<file path="src/rtl/ps2_keycode_tracker_if.sv">
// PS/2 keyboard pins and the held-key outputs bundled for the keycode tracker.
// The keyboard side drives the raw PS/2 lines; the tracker drives the key state.
interface ps2_keycode_tracker_if;
    logic        ps2_clk;
    logic        ps2_data;
    logic [31:0] keycode;
    logic        key_event;
    logic        frame_err;

    modport master (
        output ps2_clk,
        output ps2_data,
        input  keycode,
        input  key_event,
        input  frame_err
    );

    modport slave (
        input  ps2_clk,
        input  ps2_data,
        output keycode,
        output key_event,
        output frame_err
    );
endinterface

</file>
<file path="src/rtl/ps2_keycode_tracker.sv">
// PS/2 scan-code set 2 receiver that keeps up to four held keys as USB HID usages.
// Each byte of keycode is one slot; prefixes E0/F0 select extended keys and releases.
module ps2_keycode_tracker #(
    parameter int unsigned FILTER_LEN     = 8,
    parameter int unsigned TIMEOUT_CYCLES = 100000
) (
    input  logic                  Clk,
    input  logic                  Reset_n,
    ps2_keycode_tracker_if.slave  bus
);
    localparam int FCW = $clog2(FILTER_LEN + 1);
    localparam int TCW = $clog2(TIMEOUT_CYCLES + 1);

    typedef enum logic [1:0] {
        ST_IDLE   = 2'd0,
        ST_DATA   = 2'd1,
        ST_PARITY = 2'd2,
        ST_STOP   = 2'd3
    } state_t;

    function automatic logic odd_weight(input logic [7:0] b, input logic p);
        return (^{b, p}) == 1'b1;
    endfunction

    function automatic logic [7:0] hid_usage(input logic ext, input logic [7:0] code);
        logic [7:0] u;
        case ({ext, code})
            9'h01C:  u = 8'h04;
            9'h023:  u = 8'h07;
            9'h01D:  u = 8'h1A;
            9'h01B:  u = 8'h16;
            9'h029:  u = 8'h2C;
            9'h05A:  u = 8'h28;
            9'h076:  u = 8'h29;
            9'h16B:  u = 8'h50;
            9'h174:  u = 8'h4F;
            9'h175:  u = 8'h52;
            9'h172:  u = 8'h51;
            default: u = 8'h00;
        endcase
        return u;
    endfunction

    // An already-held usage is ignored; a new one takes the lowest empty slot or is dropped.
    function automatic logic [31:0] press_key(input logic [31:0] kc, input logic [7:0] u);
        logic [31:0] r;
        logic        done;
        r    = kc;
        done = (u == 8'h00);
        for (int i = 0; i < 4; i++) begin
            if (kc[i*8 +: 8] == u) begin
                done = 1'b1;
            end else begin
                done = done;
            end
        end
        for (int i = 0; i < 4; i++) begin
            if (!done && (kc[i*8 +: 8] == 8'h00)) begin
                r[i*8 +: 8] = u;
                done        = 1'b1;
            end else begin
                done = done;
            end
        end
        return r;
    endfunction

    function automatic logic [31:0] release_key(input logic [31:0] kc, input logic [7:0] u);
        logic [31:0] r;
        r = kc;
        for (int i = 0; i < 4; i++) begin
            if ((u != 8'h00) && (kc[i*8 +: 8] == u)) begin
                r[i*8 +: 8] = 8'h00;
            end else begin
                r[i*8 +: 8] = kc[i*8 +: 8];
            end
        end
        return r;
    endfunction

    logic           clk_meta_q, clk_sync_q, data_meta_q, data_sync_q;
    logic           filt_q, filt_d;
    logic [FCW-1:0] fcnt_q, fcnt_d;
    logic           strobe_s;
    state_t         state_q, state_d;
    logic [2:0]     bitcnt_q, bitcnt_d;
    logic [7:0]     shift_q, shift_d;
    logic           parity_q, parity_d;
    logic [TCW-1:0] tcnt_q, tcnt_d;
    logic           timeout_s;
    logic           byte_rdy_q, byte_rdy_d;
    logic           frame_err_q, frame_err_d;
    logic           ext_q, ext_d, brk_q, brk_d;
    logic [31:0]    keycode_q, keycode_d;
    logic           key_event_q, key_event_d;
    logic [7:0]     usage_s;

    // Two-flop synchronisers; both lines idle high.
    always_ff @(posedge Clk or negedge Reset_n) begin
        if (!Reset_n) begin
            clk_meta_q  <= 1'b1;
            clk_sync_q  <= 1'b1;
            data_meta_q <= 1'b1;
            data_sync_q <= 1'b1;
        end else begin
            clk_meta_q  <= bus.ps2_clk;
            clk_sync_q  <= clk_meta_q;
            data_meta_q <= bus.ps2_data;
            data_sync_q <= data_meta_q;
        end
    end

    // Glitch filter; the strobe fires on the cycle the filtered level falls.
    always_comb begin
        filt_d   = filt_q;
        fcnt_d   = fcnt_q;
        strobe_s = 1'b0;
        if (clk_sync_q == filt_q) begin
            fcnt_d = {FCW{1'b0}};
        end else if (fcnt_q == FCW'(FILTER_LEN - 1)) begin
            filt_d   = clk_sync_q;
            fcnt_d   = {FCW{1'b0}};
            strobe_s = filt_q;
        end else begin
            fcnt_d = fcnt_q + FCW'(1);
        end
    end

    // Filter state.
    always_ff @(posedge Clk or negedge Reset_n) begin
        if (!Reset_n) begin
            filt_q <= 1'b1;
            fcnt_q <= {FCW{1'b0}};
        end else begin
            filt_q <= filt_d;
            fcnt_q <= fcnt_d;
        end
    end

    // Frame FSM state register.
    always_ff @(posedge Clk or negedge Reset_n) begin
        if (!Reset_n) begin
            state_q <= ST_IDLE;
        end else begin
            state_q <= state_d;
        end
    end

    // Next state, shifter and inter-strobe timeout; a strobe outranks a timeout.
    always_comb begin
        state_d   = state_q;
        bitcnt_d  = bitcnt_q;
        shift_d   = shift_q;
        parity_d  = parity_q;
        tcnt_d    = tcnt_q;
        timeout_s = 1'b0;
        if (strobe_s) begin
            tcnt_d = {TCW{1'b0}};
            case (state_q)
                ST_IDLE: begin
                    if (!data_sync_q) begin
                        state_d  = ST_DATA;
                        bitcnt_d = 3'd0;
                    end else begin
                        state_d = ST_IDLE;
                    end
                end
                ST_DATA: begin
                    shift_d = {data_sync_q, shift_q[7:1]};
                    if (bitcnt_q == 3'd7) begin
                        state_d = ST_PARITY;
                    end else begin
                        bitcnt_d = bitcnt_q + 3'd1;
                    end
                end
                ST_PARITY: begin
                    parity_d = data_sync_q;
                    state_d  = ST_STOP;
                end
                ST_STOP: state_d = ST_IDLE;
                default: state_d = ST_IDLE;
            endcase
        end else if (state_q != ST_IDLE) begin
            if (tcnt_q == TCW'(TIMEOUT_CYCLES - 1)) begin
                timeout_s = 1'b1;
                state_d   = ST_IDLE;
                tcnt_d    = {TCW{1'b0}};
            end else begin
                tcnt_d = tcnt_q + TCW'(1);
            end
        end else begin
            tcnt_d = {TCW{1'b0}};
        end
    end

    // FSM outputs: byte-ready or error from the stop bit, error from timeout.
    always_comb begin
        byte_rdy_d  = 1'b0;
        frame_err_d = timeout_s;
        if (strobe_s && (state_q == ST_STOP)) begin
            if (data_sync_q && odd_weight(shift_q, parity_q)) begin
                byte_rdy_d = 1'b1;
            end else begin
                frame_err_d = 1'b1;
            end
        end else begin
            byte_rdy_d = 1'b0;
        end
    end

    // Frame datapath registers.
    always_ff @(posedge Clk or negedge Reset_n) begin
        if (!Reset_n) begin
            bitcnt_q    <= 3'd0;
            shift_q     <= 8'h00;
            parity_q    <= 1'b0;
            tcnt_q      <= {TCW{1'b0}};
            byte_rdy_q  <= 1'b0;
            frame_err_q <= 1'b0;
        end else begin
            bitcnt_q    <= bitcnt_d;
            shift_q     <= shift_d;
            parity_q    <= parity_d;
            tcnt_q      <= tcnt_d;
            byte_rdy_q  <= byte_rdy_d;
            frame_err_q <= frame_err_d;
        end
    end

    // Byte decode; shift_q still holds the completed byte while byte_rdy_q is high.
    always_comb begin
        ext_d     = ext_q;
        brk_d     = brk_q;
        keycode_d = keycode_q;
        usage_s   = 8'h00;
        if (byte_rdy_q) begin
            if (shift_q == 8'hE0) begin
                ext_d = 1'b1;
            end else if (shift_q == 8'hF0) begin
                brk_d = 1'b1;
            end else begin
                usage_s   = hid_usage(ext_q, shift_q);
                keycode_d = brk_q ? release_key(keycode_q, usage_s)
                                  : press_key(keycode_q, usage_s);
                ext_d     = 1'b0;
                brk_d     = 1'b0;
            end
        end else if (frame_err_q) begin
            ext_d = 1'b0;
            brk_d = 1'b0;
        end else begin
            usage_s = 8'h00;
        end
        key_event_d = (keycode_d != keycode_q);
    end

    // Key state and output registers.
    always_ff @(posedge Clk or negedge Reset_n) begin
        if (!Reset_n) begin
            ext_q       <= 1'b0;
            brk_q       <= 1'b0;
            keycode_q   <= 32'h0000_0000;
            key_event_q <= 1'b0;
        end else begin
            ext_q       <= ext_d;
            brk_q       <= brk_d;
            keycode_q   <= keycode_d;
            key_event_q <= key_event_d;
        end
    end

    assign bus.keycode   = keycode_q;
    assign bus.key_event = key_event_q;
    assign bus.frame_err = frame_err_q;
endmodule

</file>
<file path="src/flat_wrapper.sv">
// flat-port wrapper written by rule: the top's interface ports become plain ports
module ps2_keycode_tracker_flat 
#(
    parameter int unsigned FILTER_LEN     = 8,
    parameter int unsigned TIMEOUT_CYCLES = 100000
)
  (Clk, Reset_n, bus_ps2_clk, bus_ps2_data, bus_keycode, bus_key_event, bus_frame_err);
  ps2_keycode_tracker_if bus_i ();
  input  logic Clk;
  input  logic Reset_n;
  input wire logic [$bits(bus_i.ps2_clk)-1:0] bus_ps2_clk;
  input wire logic [$bits(bus_i.ps2_data)-1:0] bus_ps2_data;
  output wire logic [$bits(bus_i.keycode)-1:0] bus_keycode;
  output wire logic [$bits(bus_i.key_event)-1:0] bus_key_event;
  output wire logic [$bits(bus_i.frame_err)-1:0] bus_frame_err;
  assign bus_i.ps2_clk = bus_ps2_clk;
  assign bus_i.ps2_data = bus_ps2_data;
  assign bus_keycode = bus_i.keycode;
  assign bus_key_event = bus_i.key_event;
  assign bus_frame_err = bus_i.frame_err;
  ps2_keycode_tracker #(.FILTER_LEN(FILTER_LEN), .TIMEOUT_CYCLES(TIMEOUT_CYCLES)) u_core (.Clk(Clk), .Reset_n(Reset_n), .bus(bus_i));
endmodule
</file>
<file path="config.mk">
export PLATFORM = sky130hd
export DESIGN_NAME = ps2_keycode_tracker_flat
export DESIGN_NICKNAME = d
export VERILOG_FILES = /design/src/rtl/ps2_keycode_tracker_if.sv /design/src/rtl/ps2_keycode_tracker.sv /design/src/flat_wrapper.sv
export SDC_FILE = /design/constraint.sdc
export NUM_CORES = 1
export LEC_CHECK = 0
export BUFFER_PORTS_ARGS = -buffer_cell sky130_fd_sc_hd__buf_4
export CORE_MARGIN = 3
export CORE_UTILIZATION = 60
export DETAILED_ROUTE_END_ITERATION = 7
export PLACE_DENSITY = 0.9
export SLEW_MARGIN = 0
export SYNTH_ARGS = -nofsm -noshare
export SYNTH_HDL_FRONTEND = slang
export SYNTH_SLANG_ARGS = --single-unit
</file>
<file path="constraint.sdc">
create_clock -name Clk -period 3.75 [get_ports Clk]
set_clock_uncertainty 0.1 [all_clocks]
set_input_delay 0.375 -clock Clk [delete_from_list [all_inputs] [get_ports Clk]]
set_output_delay 0.375 -clock Clk [all_outputs]
set_load 0.01 [all_outputs]
</file>
==> reports/qor.txt, run 1 <==
core box area -> 7370 sq um
Max-Slew Margin vs Limit -> 38.13%
slew of the pin with the lowest slew margin -> 928.0 ps
most common cell after layout, fill and taps aside -> dfrtp_1
DRT Pass-1 Iters -> 5
status -> finished, final reports clean
Routed WL -> 11.15 mm
Ant. Diodes -> 0
Yosys top cell area share -> 38.86%
Synth area leaders -> dfrtp_1 (39%), nand3_1 (5.4%), xnor2_1 (4.2%), xor2_1 (4.0%), o21ai_0 (3.5%)
Yosys top cell by area -> dfrtp_1
Routed Antenna Nets -> 0
fmax -> 281.2 MHz
area grow syn2layout -> 12.52%
Critical Path Start Type -> flop
Die X -> 93.91 um
Max VDD drop -> 0.0004329 V
syn_area_per_cell -> 9.349 sq um
met3 Resource Use GR -> 5.689%
period utilization -> 94.82%
min Tclk post-route -> 3556 ps
DR vias -> 4018
dpl ws -> 191.5 ps
final instance area -> 5218 sq um
Net Count, Synth -> 508
Rows -> 31
vias in the first global route -> 3956
endpoints failing hold -> 0
worst hold path class -> input port to flop
die height -> 93.91 um
CTS H-Tree Depth -> 3
final setup TNS -> 0 ps
first-pass GRT wire length -> 19.02 mm
gpl congestion -> 0.9973
met2 Resource Use GR -> 43.52%
setup repair after global routing missed its margin -> no
pwr dens -> 309.8 nW/um^2
synth warn -> 0
Synth Cell Area -> 4637 sq um
Seq. cell area -> 1933 sq um
area of the multi-input gates -> 2507 sq um
Initial Util -> 62.92%
root buffer cell -> clkbuf_8
Worst EP arrival -> 3690 ps
endpoint class of the critical path -> flop
Seq/Total Area, Yosys -> 41.69%
Slew Limit Fails -> 0
final hold slack -> 28.76 ps
Max Buffers Root-to-Sink -> 2
top_reg_cell synth -> dfrtp_1
Max Cap Violations -> 0
Cells after Synth -> 496
Port-buffer cells -> 37
initial antenna violation count -> 0
distinct cell type count after synthesis -> 68
RR Startpoint -> u_core.shift_q[6]$_DFFE_PN0P_
Post-CTS Hold Buffers -> 0
Iteration-0 DRC Markers -> 354
clock latency at the later pin of the worst-skew pair -> 350 ps
Post-synth EDFFs -> 0
#FFs+latches synth -> 77
Congestion Overflow GR -> 0
area of the die -> 8819 sq um
met1 usage -> 35.69%
worst-path fanout max -> 9
DP HPWL -> 8.023 mm
largest net degree at the start of global routing -> 78
HP Start -> bus_ps2_data
vias per cell -> 6.318
crit path launch -> u_core.shift_q[6]$_DFFE_PN0P_
Routed WL per cell -> 17.52 um
drt drc -> 0
Total Power -> 0.001616 W
busiest grt layer -> met2
FILL cells -> 541
Clock Pin Slew Worst Setup and Hold Paths -> 80 ps
number of I/O pins -> 38
CP Class -> flop to flop
Setup Viol. Count Final -> 0
CTS tree -> yes
share of layout cells above drive strength 1 -> 19.74%
Worst EP required -> 3880 ps
fin worst setup slack -> 194.4 ps
CTS buffer count -> 9
P_leak -> 2.390 nW
area post-placement -> 5002 sq um
Final nets -> 545
GRT Total Usage -> 27.17%
most frequent cells in the layout -> dfrtp_1 (72), buf_4 (52), nand3_1 (50)
Post-synth ARST share -> 100.0%
clk sink count -> 77
-- power by group --
part / switching, W / internal, W
logic: 0.0000346 / 0.0000249
registers: 0.0000141 / 0.000855
clock network: 0.000299 / 0.000389
total: 0.000348 / 0.00127
-- through the flow --
| stage | std cells | utilization (%) |
|---|---|---|
| 3_3_place_gp | 621 | 67.88 |
| 4_1_cts | 636 | 70.78 |
| 3_5_place_dp | 621 | 67.88 |
| 5_1_grt | 636 | 70.80 |
| 2_1_floorplan | 496 | - |
| 6_report | 636 | 70.80 |
-- final timing paths --
check / endpoint / slack [ps] / cells after the start
min in group asynchronous: u_core.bus.keycode[9]$_DFF_PN0_ / 40 / 1
max: u_core.bus.keycode[0]$_DFF_PN0_ / 190 / 8
max in group asynchronous: u_core.shift_q[6]$_DFFE_PN0P_ / 2880 / 1
min: u_core.data_meta_q$_DFF_PN1_ / 30 / 1
min reg2reg: u_core.data_sync_q$_DFF_PN1_ / 260 / 0
max reg2reg: u_core.bus.keycode[0]$_DFF_PN0_ / 190 / 8
-- area by class of cell --
| cell class | count | share of cell area [%] |
|---|---|---|
| Sequential cell | 77 | 37.05 |
| Multi-Input combinational cell | 380 | 48.06 |
| Timing Repair Buffer | 52 | 7.482 |
| Clock buffer | 11 | 2.710 |
| Inverter | 13 | 0.9353 |
| Clock inverter | 4 | 1.391 |
| Tap cell | 99 | 2.374 |
-- worst max-delay path: stages, from the launching register on --
cell and delay (ps):
dfrtp_1 480, or3_1 440, or4_1 540, nand3_1 130
xor2_1 70, or4_1 500, or4_1 710, o21ai_0 380
o21ai_2 80
-- synthesized netlist by cell type, types with 7 or more instances --
library cell  instances
xor2_1               21
or3_1                10
a21oi_1               8
nor2b_1               9
xnor2_1              22
dfrtp_1              72
o21ai_0              32
nand4_1               7
nand2_1              42
nor3_1                9
o21ai_2              14
inv_1                13
mux2_2                7
clkbuf_1             14
nor4_1                8
nand3_1              50
ha_1                  8
nor2_1               31
and3_1               13
-- kinds of logic (layout without fill, tap and decap cells) --
group / count (synthesis) / after routing / share of synthesized area (%)
AOI/OAI and AO/OA: 105 / 105 / 16.27
xor gates and xnor gates: 43 / 43 / 8.122
adders and majority gates: 8 / 8 / 2.159
buffers and inverters: 39 / 80 / 4.398
DFF: 77 / 77 / 41.69
muxes: 10 / 10 / 2.348
and+or+nand+nor: 214 / 214 / 25.01
-- metal layers --
metal / wire length (um) / vias up
li1: - / 1866
met1: 4441 / 1930
met2: 5509 / 182
met3: 886 / 40
met4: 308 / 0
met5: 0 / -
-- repair_timing --
item | in CTS | in global routing
setup endpoints to repair | 0 | 29
endpoints found under the hold margin | 0 | 0
resized for setup | 0 | 1
buffers inserted | 0 | 0
-- sequential cells by signal (all words and copies together), names as in the netlist, 2 cells and up --
register / flops
u_core.bus.keycode: 32
u_core.tcnt_q: 17
u_core.shift_q: 8
u_core.fcnt_q: 4
u_core.bitcnt_q: 3
u_core.state_q: 2
Power figures use the tool's default switching activity.
==> run 2: changes to the inputs <==
- CORE_MARGIN: 3 -> 5
- MAX_ROUTING_LAYER: unset -> met4
- SLEW_MARGIN: 0 -> 20
==> run 2 against run 1 <==
Clock power decreased by 18%. Via count decreased by 1.7%. Sequential power about the same. Count of clock-buffer cells in the layout unchanged. Utilization decreased by 2.8 points. Final cell count up 0.47%. Global-route usage down 1.9 points. Sequential cell count did not move. Combinational power down 2%. Critical path type unchanged. Critical endpoint is now u_core.bus.key_event$_DFF_PN0_. Largest cell class unchanged.
==> reports/qor.txt, run 2 (synthesis gave the netlist of run 1 again) <==
Routed WL -> 11.18 mm (+0.28%)
final setup TNS -> 0 ps (unchanged)
number of I/O pins -> 38 (unchanged)
die height -> 97.91 um (+4.3%)
status -> finished, final reports clean
met2 Resource Use GR -> 40.00% (-3.5 points)
CP bufs+invs -> 0 (unchanged)
most frequent cells in the layout -> dfrtp_1 (72), buf_4 (51), nand3_1 (50)
Max VDD drop -> 0.0002669 V (-38%)
Crit path top cell by count -> or4_1
max incr delay on CP -> 730 ps (+20 ps)
clock latency at the later pin of the worst-skew pair -> 360 ps (about the same)
Worst EP required -> 3930 ps (+50 ps)
worst-path fanout max -> 17 (+8)
largest net degree at the start of global routing -> 78 (unchanged)
Ant. Diodes -> 0 (unchanged)
CTS tree -> yes
Initial Util -> 60.95% (-2.0 points)
area of the die -> 9586 sq um (+8.7%)
min Tclk post-route -> 3639 ps (+83.67 ps)
Congestion Overflow GR -> 0 (unchanged)
Critical Path Start Type -> flop
clk sink count -> 77 (unchanged)
GRT Total Usage -> 25.29% (-1.9 points)
FILL cells -> 588 (+8.7%)
core box area -> 7607 sq um (+3.2%)
met1 usage -> 31.80% (-3.9 points)
max reg flops -> 32 (unchanged)
period utilization -> 97.05% (+2.2 points)
setup repair after global routing missed its margin -> no
met3 Resource Use GR -> 6.214% (+0.53 points)
P_leak -> 2.365 nW (-1.1%)
Rows -> 32 (+3.2%)
endpoints failing hold -> 0 (unchanged)
most common cell after layout, fill and taps aside -> dfrtp_1
fmax -> 274.8 MHz (-2.3%)
DP HPWL -> 8.050 mm (+0.34%)
crit-path cells -> or3_1 -> or4_1 -> nand3_1 -> xor2_1 -> or4_1 -> or4_1 -> nand4_4 -> mux2i_1
drt drc -> 0 (unchanged)
Max Buffers Root-to-Sink -> 2 (unchanged)
endpoint class of the critical path -> flop
Post-CTS Hold Buffers -> 0 (unchanged)
Clock Pin Slew Worst Setup and Hold Paths -> 90 ps (about the same)
slew of the pin with the lowest slew margin -> 943.1 ps (+15.12 ps)
first-pass GRT wire length -> 19.28 mm (+1.3%)
root buffer cell -> clkbuf_8
DR vias -> 3950 (-1.7%)
Die X -> 97.91 um (+4.3%)
Max Cap Violations -> 0 (unchanged)
Setup Viol. Count Final -> 0 (unchanged)
Port-buffer cells -> 37 (unchanged)
Routed Antenna Nets -> 0 (unchanged)
initial antenna violation count -> 0 (unchanged)
busiest grt layer -> met2
CTS H-Tree Depth -> 3 (unchanged)
Final nets -> 544 (-0.18%)
vias per cell -> 6.182 (-2.2%)
DRT Pass-1 Iters -> 5 (unchanged)
worst hold path class -> input port to flop
share of layout cells above drive strength 1 -> 19.74% (unchanged)
Slew Limit Fails -> 0 (unchanged)
CP Class -> flop to flop
vias in the first global route -> 3969 (+0.33%)
Worst EP arrival -> 3820 ps (+130 ps)
fin util -> 68.03% (-2.8 points)
Max-Slew Margin vs Limit -> 37.12% (-1.0 points)
CTS buffer count -> 9 (unchanged)
CP top delay family -> simple AND/OR/NAND/NOR gates
Routed WL per cell -> 17.49 um (-0.19%)
area grow syn2layout -> 11.60%
Iteration-0 DRC Markers -> 388 (+9.6%)
gpl congestion -> 0.9942 (-0.31%)
Slowest cell on crit path -> or4_1
pwr dens -> 288.6 nW/um^2 (-6.8%)
run 2: cell types whose count changed in the layout (fill, tap and decap cells not counted):
cell / change
buf_4: -1
bufinv_16: -2
clkinv_2: +1
clkinvlp_4: +1
inv_6: +1
run 2: final timing paths:
check                                                        to  depth (start not counted)                           from  slack, ps
worst min-delay path               u_core.data_meta_q$_DFF_PN1_                          1                   bus_ps2_data         30
min in group asynchronous       u_core.bus.keycode[9]$_DFF_PN0_                          1                        Reset_n         40
max in group asynchronous         u_core.shift_q[3]$_DFFE_PN0P_                          1                        Reset_n       2870
worst min register to register     u_core.data_sync_q$_DFF_PN1_                          0   u_core.data_meta_q$_DFF_PN1_        260
worst max register to register   u_core.bus.key_event$_DFF_PN0_                          8  u_core.shift_q[6]$_DFFE_PN0P_        110
worst max-delay path             u_core.bus.key_event$_DFF_PN0_                          8  u_core.shift_q[6]$_DFFE_PN0P_        110
run 2: per-stage QoR:
step | hold slack [ps] | area, sq um | setup slack [ps] | power [W] | instances
after floorplan | -20.59 | 4637 | 372.0 | 0.0009184 | 496
after global routing | 7.953 | 5175 | 15.06 | 0.001561 | 639
after detailed placement | 250.0 | 4999 | 176.8 | 0.0009471 | 623
after global placement | 246.3 | 4999 | 280.9 | 0.0009421 | 623
final | 26.35 | 5175 | 110.7 | 0.001494 | 639
after CTS | 11.03 | 5174 | 144.0 | 0.001506 | 639
run 2: final cells by class:
class	instances	area, sq um	share of cell area [%]
multi-input cells	380	2507	48.45
flip-flops and latches	77	1933	37.35
repair buffers	51	382.9	7.398
clock buffers	11	141.4	2.732
well taps	102	127.6	2.466
inverters	13	48.80	0.9429
clock inverters	5	33.78	0.6528
run 2: where the power goes:
group | internal, W | switching, W
Sequential | 0.000855 | 0.0000153
Clock | 0.000258 | 0.000307
Combinational | 0.0000243 | 0.0000343
Total | 0.00114 | 0.000356
run 2: what timing repair did:
| action | in CTS | in global routing |
|---|---|---|
| gates resized for setup | 0 | 1 |
| setup buffers | 0 | 0 |
| endpoints found under the setup margin | 0 | 17 |
run 2: per-layer routing:
layer | share of wire (%) | vias to the layer above | wire length, um
met2 | 49 | 163 | 5500
met1 | 41 | 1902 | 4600
li1 | - | 1858 | -
met5 | 0 | - | 0
met3 | 7.6 | 27 | 844
met4 | 2.1 | 0 | 230
